<file path="src/rtl/button_pkg.sv">
// Shared constants and sizing helper for the multi-channel button debouncer.
// Optional feature macro used by this slice: BUTTON_LONG_PRESS_EN.
package button_pkg;

   localparam int unsigned DEBOUNCE_10MS_50MHZ = 500_000;
   localparam int unsigned LONG_1S_50MHZ       = 50_000_000;

   // Bits needed to count 0..n-1, never less than one bit.
   function automatic int unsigned cnt_width(input int unsigned n);
      int unsigned w;
      w = 1;
      if (n > 1) w = $clog2(n);
      return w;
   endfunction

endpackage

</file>
<file path="src/rtl/debounce_channel.sv">
// One debounced button channel: 2-FF synchroniser, stability counter,
// registered level/press/release, and a hold counter for long presses when
// BUTTON_LONG_PRESS_EN is defined (otherwise o_long is tied low).
module debounce_channel
   import button_pkg::*;
#(
   parameter int unsigned DEBOUNCE_CYCLES = DEBOUNCE_10MS_50MHZ,
   parameter int unsigned LONG_CYCLES     = LONG_1S_50MHZ
) (
   input  logic clk,
   input  logic rst_n,
   input  logic i_raw,
   output logic o_level,
   output logic o_press,
   output logic o_release,
   output logic o_long
);

   localparam int unsigned        CNT_W    = cnt_width(DEBOUNCE_CYCLES);
   localparam logic [CNT_W-1:0]   CNT_TERM = CNT_W'(DEBOUNCE_CYCLES - 1);

   logic             r_sync1;
   logic             r_sync2;
   logic             r_stable;
   logic [CNT_W-1:0] r_cnt;

   // A long-press threshold at or below the debounce window is meaningless.
   if ((LONG_CYCLES <= DEBOUNCE_CYCLES) || (DEBOUNCE_CYCLES < 2)) begin : g_invalid_cfg
   end

   // Two-flop synchroniser for the asynchronous pin (already polarity-corrected).
   always_ff @(posedge clk or negedge rst_n) begin
      if (!rst_n) begin
         r_sync1 <= 1'b0;
         r_sync2 <= 1'b0;
      end else begin
         r_sync1 <= i_raw;
         r_sync2 <= r_sync1;
      end
   end

   // Accept a new level only after DEBOUNCE_CYCLES consecutive differing samples.
   always_ff @(posedge clk or negedge rst_n) begin
      if (!rst_n) begin
         r_stable <= 1'b0;
         r_cnt    <= '0;
      end else if (r_sync2 == r_stable) begin
         r_cnt    <= '0;
      end else if (r_cnt == CNT_TERM) begin
         r_stable <= r_sync2;
         r_cnt    <= '0;
      end else begin
         r_cnt    <= r_cnt + CNT_W'(1);
      end
   end

   // Registered level with press/release pulses aligned to the level change.
   always_ff @(posedge clk or negedge rst_n) begin
      if (!rst_n) begin
         o_level   <= 1'b0;
         o_press   <= 1'b0;
         o_release <= 1'b0;
      end else begin
         o_level   <= r_stable;
         o_press   <= r_stable & ~o_level;
         o_release <= ~r_stable & o_level;
      end
   end

`ifdef BUTTON_LONG_PRESS_EN
   localparam int unsigned        HOLD_W   = cnt_width(LONG_CYCLES + 1);
   localparam logic [HOLD_W-1:0]  HOLD_MAX = HOLD_W'(LONG_CYCLES);
   localparam logic [HOLD_W-1:0]  HOLD_PRE = HOLD_W'(LONG_CYCLES - 1);

   logic [HOLD_W-1:0] r_hold;

   // Saturating count of cycles the debounced level has been pressed.
   always_ff @(posedge clk or negedge rst_n) begin
      if (!rst_n) begin
         r_hold <= '0;
      end else if (!o_level) begin
         r_hold <= '0;
      end else if (r_hold != HOLD_MAX) begin
         r_hold <= r_hold + HOLD_W'(1);
      end
   end

   // Single pulse on the edge where the hold count reaches its terminal value.
   always_ff @(posedge clk or negedge rst_n) begin
      if (!rst_n) begin
         o_long <= 1'b0;
      end else begin
         o_long <= o_level & (r_hold == HOLD_PRE);
      end
   end
`else
   assign o_long = 1'b0;
`endif

endmodule

</file>
<file path="src/rtl/button_debounce_multi.sv">
// N-channel button debouncer: polarity normalisation plus one debounce_channel
// per pin. Long-press pulses exist only when BUTTON_LONG_PRESS_EN is defined.
module button_debounce_multi
   import button_pkg::*;
#(
   parameter int unsigned NUM_CH          = 4,
   parameter int unsigned DEBOUNCE_CYCLES = DEBOUNCE_10MS_50MHZ,
   parameter int unsigned ACTIVE_LOW      = 1,
   parameter int unsigned LONG_CYCLES     = LONG_1S_50MHZ
) (
   input  logic              clk,
   input  logic              rst_n,
   input  logic [NUM_CH-1:0] btn_in,
   output logic [NUM_CH-1:0] btn_level,
   output logic [NUM_CH-1:0] btn_press,
   output logic [NUM_CH-1:0] btn_release,
   output logic [NUM_CH-1:0] btn_long
);

   logic [NUM_CH-1:0] w_raw;

   // Internal convention is always 1 = pressed.
   assign w_raw = (ACTIVE_LOW != 0) ? ~btn_in : btn_in;

   // Independent channel per pin.
   for (genvar g = 0; g < NUM_CH; g++) begin : g_ch
      debounce_channel #(
         .DEBOUNCE_CYCLES (DEBOUNCE_CYCLES),
         .LONG_CYCLES     (LONG_CYCLES)
      ) u_ch (
         .clk       (clk),
         .rst_n     (rst_n),
         .i_raw     (w_raw[g]),
         .o_level   (btn_level[g]),
         .o_press   (btn_press[g]),
         .o_release (btn_release[g]),
         .o_long    (btn_long[g])
      );
   end

endmodule

</file>
<file path="config.mk">
export PLATFORM = sky130hd
export DESIGN_NAME = button_debounce_multi
export DESIGN_NICKNAME = d
export VERILOG_FILES = /design/src/rtl/button_pkg.sv /design/src/rtl/debounce_channel.sv /design/src/rtl/button_debounce_multi.sv
export SDC_FILE = /design/constraint.sdc
export NUM_CORES = 1
export LEC_CHECK = 0
export BUFFER_PORTS_ARGS = -buffer_cell sky130_fd_sc_hd__buf_2
export CAP_MARGIN = 20
export CORE_ASPECT_RATIO = 0.8
export CORE_MARGIN = 1
export CORE_UTILIZATION = 65
export DETAILED_ROUTE_END_ITERATION = 7
export MAX_ROUTING_LAYER = met4
export PLACE_DENSITY = 0.94
export SLEW_MARGIN = 20
export SYNTH_ARGS = -nofsm -noshare
export SYNTH_HDL_FRONTEND = slang
export SYNTH_HIERARCHICAL = 1
export SYNTH_SLANG_ARGS = --single-unit
</file>
<file path="constraint.sdc">
create_clock -name clk -period 5.7 [get_ports clk]
set_clock_uncertainty 0.15 [all_clocks]
set_input_delay 0.285 -clock clk [delete_from_list [all_inputs] [get_ports clk]]
set_output_delay 0.285 -clock clk [all_outputs]
set_load 0.02 [all_outputs]
</file>
==> run metrics <==
half-perimeter wire length after detailed placement=roughly 5.7 mm; Worst Setup Path Type=flip-flop to flip-flop; Tcrit/Tclk final=0.392; number of I/O pins=22; clock tree from TritonCTS=built; transition time of the tightest slew-check pin=slightly below 0.8 ns; maximum operating frequency=between 400 and 500 MHz; Async S/R FF share, synth=1.00; total count of hold-check failures in the final report=0; Data arrival, critical path=2.33 ns; slew margin rel.=0.480; Resized Gates After CTS=0; number of H-tree branching levels=3; insertion delay to the later sink of the worst-skew pair=0.36 ns; cell with the biggest individual delay on the critical path=sky130_fd_sc_hd__o21ai_1; register area share after synthesis=0.550; die outline height=76.8 µm; Ant. Diodes=0; status=finished, final reports clean; pin count of the biggest net entering global routing=52; via count=between 3000 and 4000; effective utilization at floorplan=0.692; hold path depth=0; longest individual stage delay on the worst path=around 0.60 ns; flip-flop and latch count after synthesis=100; proportion of power drawn by flip-flops and latches=0.589; origin of the worst min-delay path=g_ch[1].u_ch/r_sync1$_DFF_PN0_; Post-Syn Area=4550 µm²; worst reg2reg startpoint=g_ch[1].u_ch/r_cnt[0]$_DFF_PN0_; Setup Total Neg Slack=0 ns; All-Layer GR Usage=0.260; max-capacitance violation count=0; worst path cell trace=ha_1, and4_2, nand2_1, o21ai_1, buf_4, nor2_1; placement-stage cell area=between 4000 and 5000 µm²; count of pins over their slew limit=0; logic depth of the worst path, buffers included=6; Yosys warning count=6; master cell of the clock root buffer=sky130_fd_sc_hd__clkbuf_8; Die Wd=between 90 and 100 µm; area of the core=about 6600 µm²; clk sink count=100; Clock Tree Buf Depth=2; Post-synth EDFFs=0; net switching component of the power=0.287 mW; DRC viols=0; type of element launching the critical path=flip-flop; number of rows created at floorplan=26; Final Net Count=485; kind of cell adding the most delay to the critical path=compound AO/OA/AOI/OAI gates; number of unique standard cell types used by synthesis=28; class of the tightest hold or removal check=flip-flop to flip-flop; sw frac=0.232; iteration-0 DRC count of the detailed router=200; count of buffer and inverter cells on the critical path=1; Core Util, Final=0.755; Inst Count DP=about 540; predominant post-synthesis flop cell=sky130_fd_sc_hd__dfrtp_1; Lkg Pwr=approximately 2.1 nW; final wirelength=between 8 and 9 mm; clock-pin slew on the worst setup and hold paths=approximately 0.090 ns; Layout Area Growth over Synthesis=9.02%; cell area power density=roughly 250 nW/µm²; Routed wire per std cell=between 15 and 20 µm; area enclosed by the die boundary=7340 µm²; number of buffers added on ports=17; crit path max fanout=10; portion of total power attributed to the clock network=0.374; post-synthesis net count=462; count of antenna-violating nets left after detailed routing=0; share of post-route cells with drive strength above 1=0.121; number of failing setup endpoints in the final timing report=0; Internal Pwr Total=around 0.95 mW; RSZ-0062 raised after global routing=no; Post-Layout Cell Count=~560; combinational cell fraction of total power=0.038; total clock buffers created by CTS=9; first-pass GRT wire length=14.4 mm; first drt pass iteration count=4; Total Power Consumption=between 1 and 1.5 mW; WP data required=~5.8 ns; Critical Path End Type=flip-flop; shortest clock period the worst path allows after layout=roughly 2.2 ns; area of all placed cells without fillers=between 4000 and 5000 µm²; post-detailed-route via-to-cell ratio=5.93; launch point of the worst path=g_ch[1].u_ch/r_cnt[0]$_DFF_PN0_; Register-to-Register Path Depth=6; vias in the first global route=between 3000 and 4000; overflow left after global routing=0; Syn Inst Count=452; Final GP Congestion=0.855; number of antenna violations at the first check in global routing=0; post-synthesis area per instance=~10 µm²; peak supply drop=roughly 0.00014 V
cell type report:
class                           instances  area (µm²)
Fill cell                             425        1610
Inverter                               24        90.1
Sequential cell                       100        2500
Clock buffer                           10         138
Timing Repair Buffer                   24         153
Clock inverter                          6        68.8
Tap cell                               84         105
Multi-Input combinational cell        316        1900
layout by cell type (no fill, tap or decap):
| master | count |
|---|---|
| sky130_fd_sc_hd__nor4_1 | 16 |
| sky130_fd_sc_hd__nand3_1 | 20 |
| sky130_fd_sc_hd__nand3_2 | 4 |
| sky130_fd_sc_hd__bufinv_16 | 1 |
| sky130_fd_sc_hd__clkinv_2 | 1 |
| sky130_fd_sc_hd__buf_2 | 16 |
| sky130_fd_sc_hd__and4_2 | 4 |
| sky130_fd_sc_hd__nor3_1 | 8 |
| sky130_fd_sc_hd__dfrtp_1 | 100 |
| sky130_fd_sc_hd__nor4b_1 | 4 |
| sky130_fd_sc_hd__nand2_1 | 28 |
| sky130_fd_sc_hd__o21ai_1 | 5 |
| sky130_fd_sc_hd__or3_1 | 8 |
| sky130_fd_sc_hd__nor2_1 | 72 |
| sky130_fd_sc_hd__o21ai_0 | 4 |
| sky130_fd_sc_hd__o31ai_1 | 4 |
| sky130_fd_sc_hd__or4_1 | 8 |
| sky130_fd_sc_hd__ha_1 | 4 |
| sky130_fd_sc_hd__clkinvlp_4 | 1 |
| sky130_fd_sc_hd__conb_1 | 4 |
| sky130_fd_sc_hd__inv_6 | 3 |
| sky130_fd_sc_hd__a31o_2 | 8 |
| sky130_fd_sc_hd__nor2b_1 | 12 |
| sky130_fd_sc_hd__mux2_2 | 4 |
| sky130_fd_sc_hd__a21oi_1 | 20 |
| sky130_fd_sc_hd__xnor2_1 | 36 |
| sky130_fd_sc_hd__xor2_1 | 16 |
| sky130_fd_sc_hd__o21ai_2 | 3 |
| sky130_fd_sc_hd__dlygate4sd3_1 | 5 |
| sky130_fd_sc_hd__inv_1 | 24 |
| sky130_fd_sc_hd__nand4_1 | 20 |
| sky130_fd_sc_hd__buf_4 | 3 |
| sky130_fd_sc_hd__clkbuf_8 | 10 |
| sky130_fd_sc_hd__and3_1 | 4 |
cell usage after synthesis (8+ instances only):
library cell              count  share of area
sky130_fd_sc_hd__nor3_1       8         0.0088
sky130_fd_sc_hd__nor4_1      16          0.022
sky130_fd_sc_hd__or3_1        8          0.011
sky130_fd_sc_hd__nand3_1     20          0.022
sky130_fd_sc_hd__xnor2_1     36          0.069
sky130_fd_sc_hd__dfrtp_1    100           0.55
sky130_fd_sc_hd__o21ai_1      8         0.0088
sky130_fd_sc_hd__nand4_1     20          0.028
sky130_fd_sc_hd__nand2_1     28          0.023
sky130_fd_sc_hd__xor2_1      16          0.031
sky130_fd_sc_hd__a31o_2       8          0.015
sky130_fd_sc_hd__nor2b_1     12          0.017
sky130_fd_sc_hd__or4_1        8          0.013
sky130_fd_sc_hd__nor2_1      72          0.059
sky130_fd_sc_hd__a21oi_1     20          0.022
sky130_fd_sc_hd__inv_1       24          0.020
sequential cells by signal, summed over array words and instances, names as in the netlist:
signal,cells
g_ch.u_ch/o_level,4
g_ch.u_ch/o_press,4
g_ch.u_ch/o_release,4
g_ch.u_ch/r_cnt,76
g_ch.u_ch/r_stable,4
g_ch.u_ch/r_sync1,4
g_ch.u_ch/r_sync2,4
kinds of logic (layout without fill, tap and decap cells):
kind of cell	after synthesis	count (layout)	share of synthesized area
compound gates	44	44	0.0572
xor+xnor	52	52	0.100
fa+ha+maj	4	4	0.0110
buf+inv	36	64	0.0341
flops	100	100	0.550
mux	4	4	0.00990
other cells	4	4	0.00330
simple gates	208	208	0.234
metrics by stage:
step | worst slack, ns | hold WS (ns)
after global routing | 3.31 | 0.209
after floorplan | 3.71 | -0.161
after detailed placement | 3.52 | 0.186
final | 3.47 | 0.196
after global placement | 3.38 | 0.182
after CTS | 3.51 | 0.202
final timing paths:
check	end	slack (ns)
worst max-delay path	g_ch[1].u_ch/r_cnt[3]$_DFF_PN0_	3.47
worst min-delay path	g_ch[1].u_ch/r_sync2$_DFF_PN0_	0.20
worst max register to register	g_ch[1].u_ch/r_cnt[3]$_DFF_PN0_	3.47
worst min register to register	g_ch[1].u_ch/r_sync2$_DFF_PN0_	0.20
max in group asynchronous	g_ch[3].u_ch/r_cnt[1]$_DFF_PN0_	4.03
min in group asynchronous	g_ch[1].u_ch/r_cnt[17]$_DFF_PN0_	0.32
per-layer routing:
| metal | GRT usage | up-vias | part of all wire |
|---|---|---|---|
| li1 | - | 1590 | - |
| met1 | 0.333 | 1646 | 0.45 |
| met2 | 0.400 | 95 | 0.48 |
| met3 | 0.0823 | 14 | 0.051 |
| met4 | 0.0687 | 0 | 0.017 |
| met5 | - | - | 0 |
power groups by stage:
stage	Clock [mW]	Sequential (mW)	Combinational [mW]
CTS	0.472	0.728	0.0474
global route	0.501	0.729	0.0531
detailed placement	0	0.742	0.0444
floorplan	0	0.740	0.0247
global placement	0	0.741	0.0423
finish	0.462	0.728	0.0464
repair_timing:
item / CTS / global route
endpoints found under the hold margin: 53 / 0
hold buffers: 5 / 0
setup buffers: 0 / 0
Power figures use the tool's default switching activity.
